--- config.mk ---
export PLATFORM = sky130hd
export DESIGN_NAME = uart_tx
export DESIGN_NICKNAME = d
export VERILOG_FILES = /design/src/rtl/uart_tx.sv
export SDC_FILE = /design/constraint.sdc
export NUM_CORES = 1
export LEC_CHECK = 0
export BUFFER_PORTS_ARGS = -buffer_cell sky130_fd_sc_hd__buf_2
export CORE_UTILIZATION = 45
export CTS_CLUSTER_DIAMETER = 40
export CTS_CLUSTER_SIZE = 40
export DETAILED_ROUTE_END_ITERATION = 8
export SYNTH_ARGS = -nofsm -noshare
export SYNTH_HDL_FRONTEND = slang
export SYNTH_SLANG_ARGS = --single-unit
export TNS_END_PERCENT = 100
--- constraint.sdc ---
create_clock -name CLOCK_50 -period 6 [get_ports CLOCK_50]
set_input_delay 0.3 -clock CLOCK_50 [delete_from_list [all_inputs] [get_ports CLOCK_50]]
set_output_delay 0.3 -clock CLOCK_50 [all_outputs]
set_load 0.005 [all_outputs]
--- src/rtl/uart_tx.sv ---
// ============================================================================
//  Module      : uart_tx
//  Description : 8-bit UART transmitter. It sends a start bit, eight data bits
//                LSB first and a stop bit. Bit timing comes from a
//                TICK_DIV-cycle tick divider and TICKS_PER_BIT ticks per bit.
//                When UART_TX_PARITY_EN is defined, an even-parity bit is
//                inserted between the last data bit and the stop bit.
//  Revision    : 1.0 - initial release
// ----------------------------------------------------------------------------
//  Ports
//    CLOCK_50 in   1  system clock, rising edge
//    reset    in   1  asynchronous, active-high reset
//    DataIn   in   8  character to send; captured only when a send is accepted
//    send     in   1  level-sensitive transmit request (ignored while busy)
//    TxD      out  1  serial line, idle high, registered
//    busy     out  1  high while a frame is in flight
//    charTX   out  1  one-cycle pulse on the last cycle of the stop bit
//  Optional feature macro: UART_TX_PARITY_EN (even parity bit, 11-bit frame)
// ============================================================================
`timescale 1ns/1ps
`default_nettype none

module uart_tx #(
    parameter int TICK_DIV      = 326,
    parameter int TICKS_PER_BIT = 16
) (
    input  logic       CLOCK_50,
    input  logic       reset,
    input  logic [7:0] DataIn,
    input  logic       send,
    output logic       TxD,
    output logic       busy,
    output logic       charTX
);

    localparam int c_DIV_W  = (TICK_DIV > 1) ? $clog2(TICK_DIV) : 1;
    localparam int c_TICK_W = (TICKS_PER_BIT > 1) ? $clog2(TICKS_PER_BIT) : 1;
    localparam logic [c_DIV_W-1:0]  c_DIV_MAX  = c_DIV_W'(TICK_DIV - 1);
    localparam logic [c_TICK_W-1:0] c_TICK_MAX = c_TICK_W'(TICKS_PER_BIT - 1);

    typedef enum logic [2:0] {
        ST_IDLE   = 3'd0,
        ST_START  = 3'd1,
        ST_DATA   = 3'd2,
`ifdef UART_TX_PARITY_EN
        ST_PARITY = 3'd3,
`endif
        ST_STOP   = 3'd4
    } state_t;

    state_t               state_q, state_d;
    logic [c_DIV_W-1:0]   div_q, div_d;
    logic [c_TICK_W-1:0]  tick_q, tick_d;
    logic [2:0]           idx_q, idx_d;
    logic [7:0]           shreg_q, shreg_d;
    logic                 txd_q, txd_d;
`ifdef UART_TX_PARITY_EN
    logic                 parity_q, parity_d;
`endif

    // Last cycle of the current bit period: every state transition except
    // the IDLE->START acceptance happens here, so bit lengths never drift.
    logic w_bit_end;
    assign w_bit_end = (div_q == c_DIV_MAX) && (tick_q == c_TICK_MAX);

    // ------------------------------------------------------------------
    // State and datapath registers
    // ------------------------------------------------------------------
    always_ff @(posedge CLOCK_50 or posedge reset) begin
        if (reset) begin
            state_q  <= ST_IDLE;
            div_q    <= '0;
            tick_q   <= '0;
            idx_q    <= '0;
            shreg_q  <= 8'h00;
            txd_q    <= 1'b1;
`ifdef UART_TX_PARITY_EN
            parity_q <= 1'b0;
`endif
        end else begin
            state_q  <= state_d;
            div_q    <= div_d;
            tick_q   <= tick_d;
            idx_q    <= idx_d;
            shreg_q  <= shreg_d;
            txd_q    <= txd_d;
`ifdef UART_TX_PARITY_EN
            parity_q <= parity_d;
`endif
        end
    end

    // ------------------------------------------------------------------
    // Bit timing: divider and tick counter run only while a frame is in
    // flight; holding them at zero in IDLE makes acceptance clear them.
    // ------------------------------------------------------------------
    always_comb begin
        div_d  = '0;
        tick_d = '0;
        if (state_q != ST_IDLE) begin
            if (div_q == c_DIV_MAX) begin
                div_d  = '0;
                tick_d = (tick_q == c_TICK_MAX) ? '0 : tick_q + 1'b1;
            end else begin
                div_d  = div_q + 1'b1;
                tick_d = tick_q;
            end
        end
    end

    // ------------------------------------------------------------------
    // Next state and next line value. TxD is computed one cycle ahead so
    // the registered line changes on the same edge as the state.
    // ------------------------------------------------------------------
    always_comb begin
        state_d  = state_q;
        idx_d    = idx_q;
        shreg_d  = shreg_q;
        txd_d    = txd_q;
`ifdef UART_TX_PARITY_EN
        parity_d = parity_q;
`endif
        case (state_q)
            ST_IDLE: begin
                txd_d = 1'b1;
                if (send) begin
                    state_d  = ST_START;
                    shreg_d  = DataIn;
                    idx_d    = 3'd0;
                    txd_d    = 1'b0;
`ifdef UART_TX_PARITY_EN
                    parity_d = ^DataIn;
`endif
                end
            end
            ST_START: begin
                if (w_bit_end) begin
                    state_d = ST_DATA;
                    idx_d   = 3'd0;
                    txd_d   = shreg_q[0];
                    shreg_d = {1'b0, shreg_q[7:1]};
                end
            end
            ST_DATA: begin
                if (w_bit_end) begin
                    if (idx_q == 3'd7) begin
`ifdef UART_TX_PARITY_EN
                        state_d = ST_PARITY;
                        txd_d   = parity_q;
`else
                        state_d = ST_STOP;
                        txd_d   = 1'b1;
`endif
                    end else begin
                        idx_d   = idx_q + 3'd1;
                        txd_d   = shreg_q[0];
                        shreg_d = {1'b0, shreg_q[7:1]};
                    end
                end
            end
`ifdef UART_TX_PARITY_EN
            ST_PARITY: begin
                if (w_bit_end) begin
                    state_d = ST_STOP;
                    txd_d   = 1'b1;
                end
            end
`endif
            ST_STOP: begin
                if (w_bit_end) begin
                    state_d = ST_IDLE;
                    txd_d   = 1'b1;
                end
            end
            default: begin
                state_d = ST_IDLE;
                txd_d   = 1'b1;
            end
        endcase
    end

    assign TxD    = txd_q;
    assign busy   = (state_q != ST_IDLE);
    assign charTX = (state_q == ST_STOP) && w_bit_end;

endmodule

`default_nettype wire
### Word-level counts from Yosys, hierarchy flattened

Index checks and enable logic that the tools add are counted.
Widths: inputs -> output; s select.

* bits in latches: 0
* memory bits (writable): 0
* memories kept: 0
* bits in registers: 28
* ROM bits: 0
* output and inout bits: 3
* logic and storage cells: 56

* order comparisons: 0
* bitwise operators: 0
* div/mod/pow operators: 0
* multiplexer cells: 26
* $mul: 0
* reduce and logical (&&, ||, !) cells: 8
* shift operators: 0
* equal/unequal tests: 13
* add/subtract/negate cells: 3

Operators by type and width (number)
* $mux 8: 4
* $mux 3: 8
* $pmux 8 s3: 1
* $mux 9: 2
* $mux 4: 3
* $ne 2x2->1 const B: 6
* $pmux 3 s4: 1
* $reduce_and 5->1: 2
* $add 9x1->9 const B: 1
* $eq 9x9->1 const B: 1
* $pmux 3 s3: 1
* $eq 3x3->1 const B: 2
* $reduce_bool 3->1: 2
* $mux 1: 5
* $add 4x1->4 const B: 1
* $eq 4x4->1 const B: 1
* $pmux 1 s4: 1
* $add 3x1->3 const B: 1
* $eq 3x1->1 const B: 1
* $eq 3x2->1 const B: 1
* $logic_not 3->1: 1
* $reduce_and 3->1: 1
* $logic_and 1x1->1: 2
* $ne 2x1->1 const B: 1

### Logic depth before layout (Yosys ltp)

Gate-level depths: netlist (run 1).

* depth in word-level cells: 4
* mapped depth: 8
* mapped depth without buffers: 6

### Worst setup path before layout (run 1)

OpenSTA, ideal clock, no wires.

* kind: reg2reg
* start: register idx_q[0]
* end: register shreg_q[0]
* cell stages (with the launch flop): 8
* slack: 3.924 ns
* buffers on the path: 1
* setup time: 0.123 ns
* data arrival time: 1.954 ns
* cells stage by stage: dfrtp_1 -> ha_1 -> ha_1 -> nor4b_4 -> o21ba_2 -> or3b_1 -> buf_2 -> o221a_1

* word-level cells in the longest chain between the ends: 3

RTL lines
* start, declared: RTL line 54 `logic [2:0] idx_q, idx_d;`
* start signal, assigned: RTL line 84 `idx_q <= idx_d;`
* $eq 3x3->1: RTL line 146 `if (idx_q == 3'd7) begin`
* $ne 2x2->1 (no source line)
* $reduce_and 5->1 (no source line)
* end signal, assigned: RTL line 85 `shreg_q <= shreg_d;`
* end, declared: RTL line 55 `logic [7:0] shreg_q, shreg_d;`

Every way passes these cells.
A chain may end at the register's enable or synchronous reset.

### Final worst setup path (run 1)

* start: register div_q[5]
* end: output port charTX

* word-level cells in the longest chain between the ends: 3

RTL lines
* start, declared: RTL line 52 `logic [c_DIV_W-1:0] div_q, div_d;`
* start signal, assigned: RTL line 82 `div_q <= div_d;`
* $eq 9x9->1: RTL line 64 `assign w_bit_end = (div_q == c_DIV_MAX) && (tick_q == c_TICK_MAX);`
* $logic_and 1x1->1: RTL line 64
* $logic_and 1x1->1: RTL line 184 `assign charTX = (state_q == ST_STOP) && w_bit_end;`
* end, declared: RTL line 33 `output logic charTX`

Every way passes these cells.

==> impl_metrics.prom, run 1 <==
# TYPE chip_impl_metric gauge
chip_impl_info{name="outcome",value="finished, final reports clean"} 1
chip_impl_metric{name="count_of_buffers_added_by_post_cts_timing_repair_for_setup",unit=""} 0
chip_impl_metric{name="die-area",unit="µm²"} 3462
chip_impl_metric{name="ir_drop",unit="V"} 0.0001715
chip_impl_metric{name="seq_area_frac_synth",unit=""} 0.4828
chip_impl_metric{name="totalWireLength",unit="µm"} 2561
chip_impl_metric{name="final.setup_skew",unit="ps"} 11.12
chip_impl_metric{name="antenna_cells",unit=""} 0
chip_impl_metric{name="die_span_y",unit="µm"} 58.84
chip_impl_metric{name="finished_layout_cell_area",unit="µm²"} 1580
chip_impl_metric{name="firstDrtPassIters",unit=""} 4
chip_impl_metric{name="placedInstanceArea",unit="µm²"} 1544
chip_impl_info{name="hold_path.class",value="in -> async"} 1
chip_impl_info{name="synthTopCellsByArea",value="dfrtp_1, o221a_1, ha_1"} 1
chip_impl_info{name="timing.critical_path.from_type",value="register"} 1
chip_impl_metric{name="report.final.slew_viol_count",unit=""} 0
chip_impl_info{name="grt_busiest_layer",value="met2"} 1
chip_impl_metric{name="async_set_or_reset_register_ratio_after_synthesis",unit=""} 1.000
chip_impl_metric{name="postSynthCellCount",unit=""} 135
chip_impl_metric{name="power_per_cell_area",unit="nW/µm²"} 267.1
chip_impl_metric{name="antenna_left",unit=""} 0
chip_impl_metric{name="syn-num-nets",unit=""} 151
chip_impl_metric{name="gr-usage-met2",unit=""} 0.2857
chip_impl_info{name="unrepaired_setup_endpoints_after_global_routing",value="false"} 1
chip_impl_metric{name="drt_first_iter_violations",unit=""} 42
chip_impl_metric{name="grt_overflow_total",unit=""} 0
chip_impl_metric{name="min_period",unit="ps"} 2355
chip_impl_metric{name="wire_length_of_the_first_global_routing_pass",unit="µm"} 4533
chip_impl_metric{name="via_per_inst",unit=""} 5.484
chip_impl_metric{name="clk_transition_reported_paths",unit="ps"} 150
chip_impl_info{name="cts.root.buffer_cell",value="clkbuf_4"} 1
chip_impl_info{name="synth_top_flop_cell",value="dfrtp_1"} 1
chip_impl_metric{name="largest_fanout_of_any_net_on_the_critical_path",unit=""} 6
chip_impl_info{name="synth_area_leader_cell",value="dfrtp_1"} 1
chip_impl_metric{name="core-area",unit="µm²"} 3053
chip_impl_metric{name="grt.met3_usage",unit=""} 0.02198
chip_impl_metric{name="postSynthRegisterBits",unit=""} 28
chip_impl_metric{name="hold_viol",unit=""} 0
chip_impl_metric{name="grt_antenna_before_repair",unit=""} 0
chip_impl_metric{name="fillers",unit=""} 308
chip_impl_metric{name="finalWeightedCongestion",unit=""} 0.7441
chip_impl_metric{name="syn_area_per_cell",unit="µm²"} 10.77
chip_impl_metric{name="clk-insertion-delay-late",unit="ps"} 330
chip_impl_metric{name="drv_cap",unit=""} 0
chip_impl_metric{name="static-leakage-power",unit="nW"} 0.6506
chip_impl_metric{name="fin_crit_sh",unit=""} 0.3925
chip_impl_metric{name="cts.sink_count",unit=""} 28
chip_impl_metric{name="synthToLayoutAreaGrowth",unit="%"} 8.692
chip_impl_metric{name="post-synth-top-area-fraction",unit=""} 0.4647
chip_impl_metric{name="synth_edf_count",unit=""} 0
chip_impl_metric{name="port_buffers",unit=""} 13
chip_impl_metric{name="netlist_area",unit="µm²"} 1454
chip_impl_metric{name="cts_resized",unit=""} 0
chip_impl_metric{name="num-nets-final",unit=""} 163
chip_impl_metric{name="yosys_warnings",unit=""} 0
chip_impl_metric{name="place.detailed.hpwl",unit="µm"} 1855
chip_impl_metric{name="global_route.usage.met1",unit=""} 0.2308
chip_impl_metric{name="grt_pass1_vias",unit=""} 1028
chip_impl_metric{name="worst_slew_margin_rel",unit=""} 0.3113
chip_impl_metric{name="grtUsageTotal",unit=""} 0.1732
chip_impl_metric{name="setup-tns-final",unit="ps"} 0
chip_impl_info{name="worstSetupEndpointType",value="primary output"} 1
chip_impl_metric{name="cts-buffers-inserted",unit=""} 3
chip_impl_info{name="cts_tree",value="built"} 1
chip_impl_info{name="worst-setup-path-type",value="reg -> out"} 1
chip_impl_metric{name="die-width",unit="µm"} 58.84
chip_impl_metric{name="core.rowCount",unit=""} 20
chip_impl_metric{name="worst_slew_pin_slew",unit="ps"} 1032
chip_impl_metric{name="grt_start_max_net_pins",unit=""} 29
chip_impl_metric{name="cts-htree-levels",unit=""} 1
chip_impl_metric{name="drcViolationCount",unit=""} 0
chip_impl_metric{name="wire_per_inst",unit="µm"} 13.48
chip_impl_metric{name="max_freq",unit="GHz"} 0.4246
chip_impl_metric{name="crit_required",unit="ps"} 5700
chip_impl_metric{name="layout-drive-gt1-share",unit=""} 0.1644
chip_impl_metric{name="io_pins",unit=""} 14
chip_impl_metric{name="total_number_of_vias",unit=""} 1042
chip_impl_metric{name="worst_ep_arrival_time",unit="ps"} 2060
chip_impl_metric{name="yosysUniqueCellTypes",unit=""} 39
chip_impl_metric{name="finalSetupViolations",unit=""} 0
chip_impl_metric{name="max-clock-path-buffers",unit=""} 2
chip_impl_metric{name="cts.hold.buffers_added",unit=""} 0
chip_impl_metric{name="floorplan.initialDensity",unit=""} 0.4762
area by class of cell:
cell class,instances,area (µm²),share of cell area
well taps,44,55.05,0.03484
inverters,3,11.26,0.007126
multi-input cells,98,710.7,0.4497
repair buffers,13,65.06,0.04117
clock buffers,4,36.28,0.02296
flip-flops and latches,28,701.9,0.4442
layout by cell type (no fill, tap or decap), drive strengths merged:
master,instances
or3,1
a21o,1
nor2,14
o22a,1
clkbuf,4
xor2,3
or3b,1
buf,13
mux2i,1
inv,3
o221a,7
a211oi,1
nand2b,8
o21ai,2
and3,3
nand3b,1
o21bai,1
nor3b,2
a32o,3
nor4b,3
and2,1
nand2,10
or4b,1
nand3,6
ha,5
nand4b,2
dfstp,1
and4b,1
a21oi,7
dfrtp,27
xnor2,6
nor3,3
o211ai,1
a22o,1
o21ba,1
logic make-up after synthesis:
| family | after synthesis | synth area share |
|---|---|---|
| simple gates | 57 | 0.2367 |
| mux | 1 | 0.006885 |
| flops | 28 | 0.4828 |
| xor+xnor | 9 | 0.05422 |
| buf+inv | 9 | 0.02840 |
| fa+ha+maj | 5 | 0.04303 |
| compound gates | 26 | 0.1480 |
synth_stat cells (2+ instances only):
library cell,instances
a21oi_1,6
and3_1,3
nor3b_1,2
xnor2_1,6
o21ai_0,2
xor2_1,3
nand2_1,9
nand2b_1,8
inv_1,3
o221a_1,7
nand4b_1,2
nor2_1,14
ha_1,5
clkbuf_1,2
nand3_1,6
buf_2,3
dfrtp_1,27
a32o_1,3
nor3_1,3
nor4b_4,2
power by group:
group          switching (mW)  total [mW]  leakage, nW  internal, mW
logic                  0.0346      0.0750        0.287        0.0404
registers              0.0356       0.255        0.342         0.220
clock network          0.0547      0.0918       0.0210        0.0371
total                   0.125       0.422        0.651         0.297
routing by layer:
metal,part of all wire,up-vias
li1,-,510
met1,0.52,514
met2,0.44,14
met3,0.021,4
met4,0.015,0
met5,0,-
registers in the layout (all words and copies together) (netlist names):
name,count
TxD,1
div_q,9
idx_q,3
shreg_q,8
state_q,3
tick_q,4
critical path, stage by stage (launching register included):
cell,delay [ps]
dfrtp_1,480
nor4b_4,450
nand3_1,310
nor4b_1,320
buf_2,160
per-stage QoR:
step | total power, mW | worst slack [ps] | hold WS [ps] | instances | util
2_1_floorplan | 0.3134 | 3924 | 364.7 | 135 | -
3_3_place_gp | 0.3302 | 3843 | 469.0 | 186 | 0.5057
3_5_place_dp | 0.3350 | 3787 | 487.3 | 186 | 0.5057
4_1_cts | 0.4269 | 3629 | 181.3 | 190 | 0.5176
5_1_grt | 0.4506 | 3512 | 172.5 | 190 | 0.5176
6_report | 0.4221 | 3645 | 191.2 | 190 | 0.5176
path summary, 6_finish.rpt:
check | startpoint | to | slack [ps] | cells past startpoint
min reg2reg | idx_q[2] | idx_q[2] | 520 | 1
min | reset | div_q[0] | 190 | 2
max reg2reg | idx_q[0] | shreg_q[6] | 3760 | 6
max in group asynchronous | reset | idx_q[2] | 5180 | 2
min in group CLOCK_50 | DataIn[7] | shreg_q[7] | 190 | 2
max | div_q[5] | charTX | 3640 | 4
No activity file was read; power rests on OpenSTA's default activity.
==> run 2: changes to the inputs <==
ABC_AREA = 1   (was not set)
PLACE_DENSITY = 0.65   (was not set)
clock period = 1.89 ns   (was 6 ns; I/O delays follow)
==> run 2 against run 1 <==
Critical path type unchanged. Synthesized cell count grew 55%. Sequential share of layout area is 5.2 points lower. Global-route usage decreased by 0.71 points. Final cell count up 43%. Worst hold slack got worse by 75 ps. Die area up 12%. Critical endpoint unchanged. Non-clock buffer count rose by 4. Cell area is 13% higher. Sequential power rose to 3.5 times the previous value.
==> impl_metrics.prom, run 2 <==
# TYPE chip_impl_metric gauge
chip_impl_info{name="synth_top_flop_cell",value="dfrtp_1"} 1
chip_impl_info{name="worstSetupEndpointType",value="primary output"} 1
chip_impl_info{name="outcome",value="finished, final reports clean"} 1
chip_impl_metric{name="max_freq",unit="GHz"} 0.5948
chip_impl_info{name="synth_area_leader_cell",value="dfrtp_1"} 1
chip_impl_info{name="unrepaired_setup_endpoints_after_global_routing",value="false"} 1
chip_impl_metric{name="die-area",unit="µm²"} 3885
chip_impl_metric{name="antenna_left",unit=""} 0
chip_impl_metric{name="postSynthCellCount",unit=""} 209
chip_impl_metric{name="syn-num-nets",unit=""} 225
chip_impl_metric{name="cts-buffers-inserted",unit=""} 3
chip_impl_metric{name="power",unit="mW"} 2.429
chip_impl_metric{name="floorplan.initialDensity",unit=""} 0.4795
chip_impl_metric{name="io_pins",unit=""} 14
chip_impl_metric{name="finalWeightedCongestion",unit=""} 0.8004
chip_impl_metric{name="power.internal",unit="mW"} 1.308
chip_impl_metric{name="post-synth-top-area-fraction",unit=""} 0.4125
chip_impl_metric{name="grt_overflow_total",unit=""} 0
chip_impl_metric{name="grt_pass1_vias",unit=""} 1134
chip_impl_metric{name="clk-insertion-delay-late",unit="ps"} 340
chip_impl_metric{name="report.final.slew_viol_count",unit=""} 0
chip_impl_metric{name="seq_area_frac_synth",unit=""} 0.4286
chip_impl_metric{name="drv_cap",unit=""} 0
chip_impl_metric{name="max-clock-path-buffers",unit=""} 2
chip_impl_metric{name="min_period",unit="ps"} 1681
chip_impl_metric{name="place.detailed.hpwl",unit="µm"} 2199
chip_impl_metric{name="fillers",unit=""} 351
chip_impl_info{name="final_cell_mix",value="nand2_1, nand3_1, dfrtp_1"} 1
chip_impl_metric{name="via_per_inst",unit=""} 4.838
chip_impl_metric{name="power_switching_share",unit=""} 0.4612
chip_impl_metric{name="grt_antenna_before_repair",unit=""} 0
chip_impl_metric{name="die-width",unit="µm"} 62.33
chip_impl_metric{name="largest_register_ff_count",unit=""} 9
chip_impl_info{name="worst-setup-path-type",value="reg -> out"} 1
chip_impl_metric{name="synth_edf_count",unit=""} 0
chip_impl_metric{name="synthToLayoutAreaGrowth",unit="%"} 9.320
chip_impl_info{name="cts.root.buffer_cell",value="clkbuf_4"} 1
chip_impl_metric{name="netSwitchingPower",unit="mW"} 1.120
chip_impl_metric{name="postSynthRegisterBits",unit=""} 28
chip_impl_metric{name="port_buffers",unit=""} 13
chip_impl_metric{name="wire_length_of_the_first_global_routing_pass",unit="µm"} 5099
chip_impl_metric{name="final.setup_skew",unit="ps"} 9.260
chip_impl_metric{name="netlist_area",unit="µm²"} 1638
chip_impl_metric{name="yosysUniqueCellTypes",unit=""} 25
chip_impl_info{name="hold_path.class",value="in -> reg"} 1
chip_impl_metric{name="die_span_y",unit="µm"} 62.33
chip_impl_metric{name="worst_slew_pin_slew",unit="ps"} 353.1
chip_impl_metric{name="count_of_buffers_added_by_post_cts_timing_repair_for_setup",unit=""} 0
chip_impl_metric{name="setup-tns-final",unit="ps"} 0
chip_impl_metric{name="clk_transition_reported_paths",unit="ps"} 150
chip_impl_metric{name="totalWireLength",unit="µm"} 2967
chip_impl_metric{name="fin_crit_sh",unit=""} 0.8896
chip_impl_info{name="timing.critical_path.from_type",value="register"} 1
chip_impl_metric{name="grtUsageTotal",unit=""} 0.1661
chip_impl_metric{name="met2_length",unit="µm"} 1395
chip_impl_metric{name="wire_per_inst",unit="µm"} 10.91
chip_impl_metric{name="ir_drop",unit="V"} 0.0006408
chip_impl_metric{name="worst_ep_arrival_time",unit="ps"} 1590
chip_impl_metric{name="worst_slew_margin_rel",unit=""} 0.7643
chip_impl_metric{name="firstDrtPassIters",unit=""} 4
chip_impl_metric{name="crit_required",unit="ps"} 1800
chip_impl_metric{name="yosys_warnings",unit=""} 0
chip_impl_metric{name="clock_power_share",unit=""} 0.121
chip_impl_metric{name="share_comb_of_total_power",unit=""} 0.507
chip_impl_metric{name="layout-drive-gt1-share",unit=""} 0.1770
chip_impl_info{name="cts_tree",value="built"} 1
chip_impl_metric{name="core-area",unit="µm²"} 3416
chip_impl_info{name="synth_commonest_cells",value="nand2_1, nand3_1, dfrtp_1"} 1
chip_impl_info{name="post-synth-top-count-cell",value="nand2_1"} 1
chip_impl_metric{name="power_frac_seq",unit=""} 0.372
chip_impl_info{name="top_regs",value="div_q (9), shreg_q (8), tick_q (4)"} 1
chip_impl_metric{name="total_number_of_vias",unit=""} 1316
chip_impl_metric{name="drcViolationCount",unit=""} 0
chip_impl_metric{name="async_set_or_reset_register_ratio_after_synthesis",unit=""} 1.000
chip_impl_metric{name="num-nets-final",unit=""} 243
chip_impl_metric{name="cts.sink_count",unit=""} 28
chip_impl_info{name="highest_layer",value="met4"} 1
chip_impl_metric{name="antenna_cells",unit=""} 0
chip_impl_metric{name="core.rowCount",unit=""} 21
chip_impl_metric{name="power_per_cell_area",unit="nW/µm²"} 1356
chip_impl_metric{name="m1WireLength",unit="µm"} 1451
chip_impl_metric{name="met3WireLength",unit="µm"} 80
chip_impl_metric{name="drt_first_iter_violations",unit=""} 80
chip_impl_metric{name="largest_fanout_of_any_net_on_the_critical_path",unit=""} 7
chip_impl_metric{name="grt_start_max_net_pins",unit=""} 21
chip_impl_info{name="regMostFlops",value="div_q"} 1
chip_impl_info{name="synthTopCellsByArea",value="dfrtp_1, nand2_1, nand3_1"} 1
chip_impl_info{name="final_common_cell",value="nand2_1"} 1
chip_impl_metric{name="syn_area_per_cell",unit="µm²"} 7.836
chip_impl_metric{name="cts_resized",unit=""} 0
chip_impl_metric{name="hold_viol",unit=""} 0
chip_impl_metric{name="static-leakage-power",unit="nW"} 0.9561
chip_impl_metric{name="finalSetupViolations",unit=""} 0
chip_impl_metric{name="cts-htree-levels",unit=""} 1
-- run 2: worst max-delay path, stage by stage, from the launching register on --
cell and delay (ps):
dfrtp_1 430, ha_1 190, nand2_1 80, nor2_1 180
nand3_4 150, nor2_1 110, buf_2 110
-- run 2: kinds of logic (layout without fill, tap and decap cells) --
| logic type | Yosys count | after routing | share of synthesized area |
|---|---|---|---|
| AO/OA/AOI/OAI | 11 | 11 | 0.03514 |
| XOR/XNOR | 1 | 1 | 0.005349 |
| adder cells (fa/ha/maj) | 5 | 5 | 0.03820 |
| buffers and inverters | 30 | 47 | 0.08480 |
| flip-flops | 28 | 28 | 0.4286 |
| AND/OR/NAND/NOR | 134 | 134 | 0.4079 |
-- run 2: timing repair --
action                     in CTS  in global routing
hold endpoints to repair        9                  0
setup endpoints to repair       0                  0
hold buffers                    2                  0
-- run 2: metrics by stage --
step	util	worst slack (ps)	area, µm²	std cells	hold WS, ps
floorplan	-	363.6	1638	209	159.2
global placement	0.5077	259.2	1734	266	75.60
detailed placement	0.5077	228.4	1734	266	78.48
CTS	0.5242	159.3	1790	272	103.6
global route	0.5242	43.66	1790	272	127.9
finish	0.5242	208.6	1790	272	116.0
-- run 2: power by group through the flow --
stage / registers [mW] / clock network [mW] / logic (mW)
finish: 0.904 / 0.295 / 1.23
detailed placement: 0.915 / 0 / 1.24
CTS: 0.902 / 0.314 / 1.24
floorplan: 0.892 / 0 / 1.10
global placement: 0.915 / 0 / 1.23
global route: 0.919 / 0.334 / 1.42
-- run 2: final cells by class --
cell class                 instances  area, µm²  area share
clock buffer                       4      36.28     0.02027
tap                               46      57.56     0.03215
inverter                          26      97.59     0.05451
multi-input combinational        151      797.0      0.4451
sequential                        28      701.9      0.3920
timing repair buffer              17      100.1     0.05590
-- run 2: layer usage --
metal  vias up  track usage
li1        696            -
met1       600       0.2066
met2        15       0.2843
met3         5      0.03309
met4         0      0.06105
met5         -            0
-- run 2: path summary, 6_finish.rpt --
kind | endpoint | from | cells past startpoint | slack (ps)
max | charTX | tick_q[0] | 6 | 210
min | shreg_q[6] | DataIn[6] | 5 | 120
max reg2reg | shreg_q[4] | idx_q[0] | 8 | 220
min reg2reg | shreg_q[2] | shreg_q[2] | 2 | 490
max in group asynchronous | TxD | reset | 4 | 1010
min in group asynchronous | div_q[8] | reset | 3 | 230
==> run 3: changes to the inputs <==
CTS_BUF_LIST = sky130_fd_sc_hd__clkbuf_16   (was not set)
RECOVER_POWER = 50   (was not set)
==> run 3 against run 2 <==
Cell area increased by 1.7%. Power is 7.8% higher. Core utilization up 0.88 points. Sequential power is essentially flat. Final cell count fell by 0.37%. Sequential share of layout area shrank 0.65 points. Setup slack improved by 14 ps. Fmax rose by 0.82%. Count of clock-buffer cells in the layout is 1 lower. Combinational power barely moved. Non-clock buffer count decreased by 1. Largest power group unchanged.
==> impl_metrics.prom, run 3 (synthesized netlist as in run 2, its figures left out) <==
# TYPE chip_impl_metric gauge
chip_impl_info{name="crit_family",value="simple AND/OR/NAND/NOR gates"} 1
chip_impl_metric{name="finalWeightedCongestion",unit=""} 0.8004
chip_impl_metric{name="grt.met3_usage",unit=""} 0.03860
chip_impl_metric{name="cts-buffers-inserted",unit=""} 3
chip_impl_info{name="cts.root.buffer_cell",value="clkbuf_16"} 1
chip_impl_metric{name="drcViolationCount",unit=""} 0
chip_impl_metric{name="via_per_inst",unit=""} 4.882
chip_impl_metric{name="report.final.slew_viol_count",unit=""} 0
chip_impl_info{name="cp_cell_sequence",value="ha_1, ha_1, o21ai_1, nand2_1, nor2_8, nand2_4, nand2_1, nand2_1"} 1
chip_impl_metric{name="floorplan.initialDensity",unit=""} 0.4795
chip_impl_metric{name="clk_transition_reported_paths",unit="ps"} 60
chip_impl_metric{name="final.hold.worst_slack",unit="ps"} 68.23
chip_impl_metric{name="total_number_of_vias",unit=""} 1323
chip_impl_info{name="timing.critical_path.from_type",value="register"} 1
chip_impl_metric{name="core.rowCount",unit=""} 21
chip_impl_info{name="final_common_cell",value="nand2_1"} 1
chip_impl_metric{name="finalSetupViolations",unit=""} 0
chip_impl_metric{name="static-leakage-power",unit="nW"} 0.9688
chip_impl_metric{name="stage_delay_of_the_slowest_cell_on_the_critical_path",unit="ps"} 400
chip_impl_metric{name="hold_depth",unit=""} 3
chip_impl_metric{name="power_per_cell_area",unit="nW/µm²"} 1438
chip_impl_metric{name="worst-path-buf-inv",unit=""} 0
chip_impl_info{name="worst_path_max_delay_cell",value="dfrtp_1"} 1
chip_impl_info{name="unrepaired_setup_endpoints_after_global_routing",value="false"} 1
chip_impl_metric{name="core-area",unit="µm²"} 3416
chip_impl_metric{name="antenna_cells",unit=""} 0
chip_impl_metric{name="die_span_y",unit="µm"} 62.33
chip_impl_metric{name="grt_overflow_total",unit=""} 0
chip_impl_metric{name="gr-usage-met2",unit=""} 0.2912
chip_impl_metric{name="layout-drive-gt1-share",unit=""} 0.1733
chip_impl_metric{name="final.setup_skew",unit="ps"} 5.213
chip_impl_metric{name="critical_path_depth",unit=""} 8
chip_impl_metric{name="die-width",unit="µm"} 62.33
chip_impl_metric{name="count_of_buffers_added_by_post_cts_timing_repair_for_setup",unit=""} 0
chip_impl_metric{name="io_pins",unit=""} 14
chip_impl_metric{name="grt_antenna_before_repair",unit=""} 0
chip_impl_info{name="final_cell_mix",value="nand2_1, nand3_1, dfrtp_1"} 1
chip_impl_metric{name="synthToLayoutAreaGrowth",unit="%"} 11.15
chip_impl_metric{name="worst_ep_arrival_time",unit="ps"} 1820
chip_impl_metric{name="power",unit="mW"} 2.618
chip_impl_metric{name="global_route.usage.met1",unit=""} 0.2087
chip_impl_info{name="top_regs",value="div_q (9), shreg_q (8), tick_q (4)"} 1
chip_impl_metric{name="min_period",unit="ps"} 1668
chip_impl_metric{name="port_buffers",unit=""} 13
chip_impl_metric{name="wire_per_inst",unit="µm"} 11.06
chip_impl_metric{name="largest_fanout_of_any_net_on_the_critical_path",unit=""} 14
chip_impl_metric{name="max-clock-path-buffers",unit=""} 2
chip_impl_metric{name="drt_first_iter_violations",unit=""} 110
chip_impl_info{name="grt_busiest_layer",value="met2"} 1
chip_impl_metric{name="num-nets-final",unit=""} 242
chip_impl_metric{name="setup-tns-final",unit="ps"} 0
chip_impl_info{name="outcome",value="finished, final reports clean"} 1
chip_impl_info{name="critPathMostFrequentCell",value="nand2_1"} 1
chip_impl_metric{name="totalWireLength",unit="µm"} 2996
chip_impl_metric{name="grt_start_max_net_pins",unit=""} 21
chip_impl_info{name="hold_path.class",value="in -> reg"} 1
chip_impl_info{name="worstSetupEndpointType",value="register"} 1
chip_impl_metric{name="hold_viol",unit=""} 0
chip_impl_metric{name="fin_crit_sh",unit=""} 0.8823
chip_impl_metric{name="cts.sink_count",unit=""} 28
chip_impl_metric{name="worst_slew_margin_rel",unit=""} 0.6715
chip_impl_info{name="cts_tree",value="built"} 1
chip_impl_metric{name="firstDrtPassIters",unit=""} 4
chip_impl_metric{name="grt_pass1_vias",unit=""} 1165
chip_impl_metric{name="crit_required",unit="ps"} 2040
chip_impl_metric{name="ff2ff_path_depth",unit=""} 8
chip_impl_metric{name="die-area",unit="µm²"} 3885
chip_impl_info{name="worst-setup-path-type",value="reg -> reg"} 1
chip_impl_metric{name="grtUsageTotal",unit=""} 0.1665
chip_impl_metric{name="clk-insertion-delay-late",unit="ps"} 260
chip_impl_info{name="regMostFlops",value="div_q"} 1
chip_impl_metric{name="finished_layout_cell_area",unit="µm²"} 1821
chip_impl_metric{name="antenna_left",unit=""} 0
chip_impl_metric{name="max_freq",unit="GHz"} 0.5997
chip_impl_metric{name="largest_register_ff_count",unit=""} 9
chip_impl_metric{name="place.detailed.hpwl",unit="µm"} 2199
chip_impl_metric{name="ir_drop",unit="V"} 0.0009786
chip_impl_metric{name="cts-htree-levels",unit=""} 1
chip_impl_metric{name="wire_length_of_the_first_global_routing_pass",unit="µm"} 5147
chip_impl_metric{name="placedInstanceArea",unit="µm²"} 1734
chip_impl_metric{name="worst_slew_pin_slew",unit="ps"} 492.7
chip_impl_metric{name="drv_cap",unit=""} 0
## run 3: area by class of cell
type / instances / area [µm²]
fill: 341 / 1595
multi-input combinational: 151 / 797.0
sequential: 28 / 701.9
inverter: 26 / 97.59
timing repair buffer: 16 / 87.58
clock buffer: 3 / 75.07
tap: 46 / 57.56
clock inverter: 1 / 3.754
## run 3: where the power goes
| part | leakage [nW] | switching (mW) | total, mW | internal (mW) |
|---|---|---|---|---|
| registers | 0.367 | 0.124 | 0.906 | 0.781 |
| logic | 0.563 | 0.824 | 1.23 | 0.409 |
| clock network | 0.0385 | 0.196 | 0.480 | 0.283 |
## run 3: worst min-delay path, cell delays in order
cell     delay, ps
buf_2           80
nand3_1         60
nand2_1         60
## run 3: repair_timing
action                                 4_1_cts  5_1_grt
endpoints found under the hold margin        8        0
resized for setup                            0        0
hold buffers                                 1        0
## run 3: routing by layer
layer,share of wire,wire length (µm),vias to the layer above
met5,0,0,-
met2,0.49,1472,15
met3,0.026,78,0
li1,-,-,691
met4,0,0,0
met1,0.48,1446,617
## run 3: worst paths after layout
| kind | start | end | slack (ps) |
|---|---|---|---|
| max in group asynchronous | reset | TxD | 740 |
| max | idx_q[0] | shreg_q[0] | 220 |
| max reg2reg | idx_q[0] | shreg_q[0] | 220 |
| min in group asynchronous | reset | div_q[8] | 330 |
| min | DataIn[7] | shreg_q[7] | 70 |
| min reg2reg | shreg_q[7] | shreg_q[7] | 470 |
## run 3: stage by stage
stage                     setup WS [ps]  instances  utilization
after floorplan                   363.6        209            -
after global placement            259.2        266       0.5077
after detailed placement          228.4        266       0.5077
after CTS                         226.1        271       0.5337
after global routing              127.3        271       0.5330
final                             222.4        271       0.5330
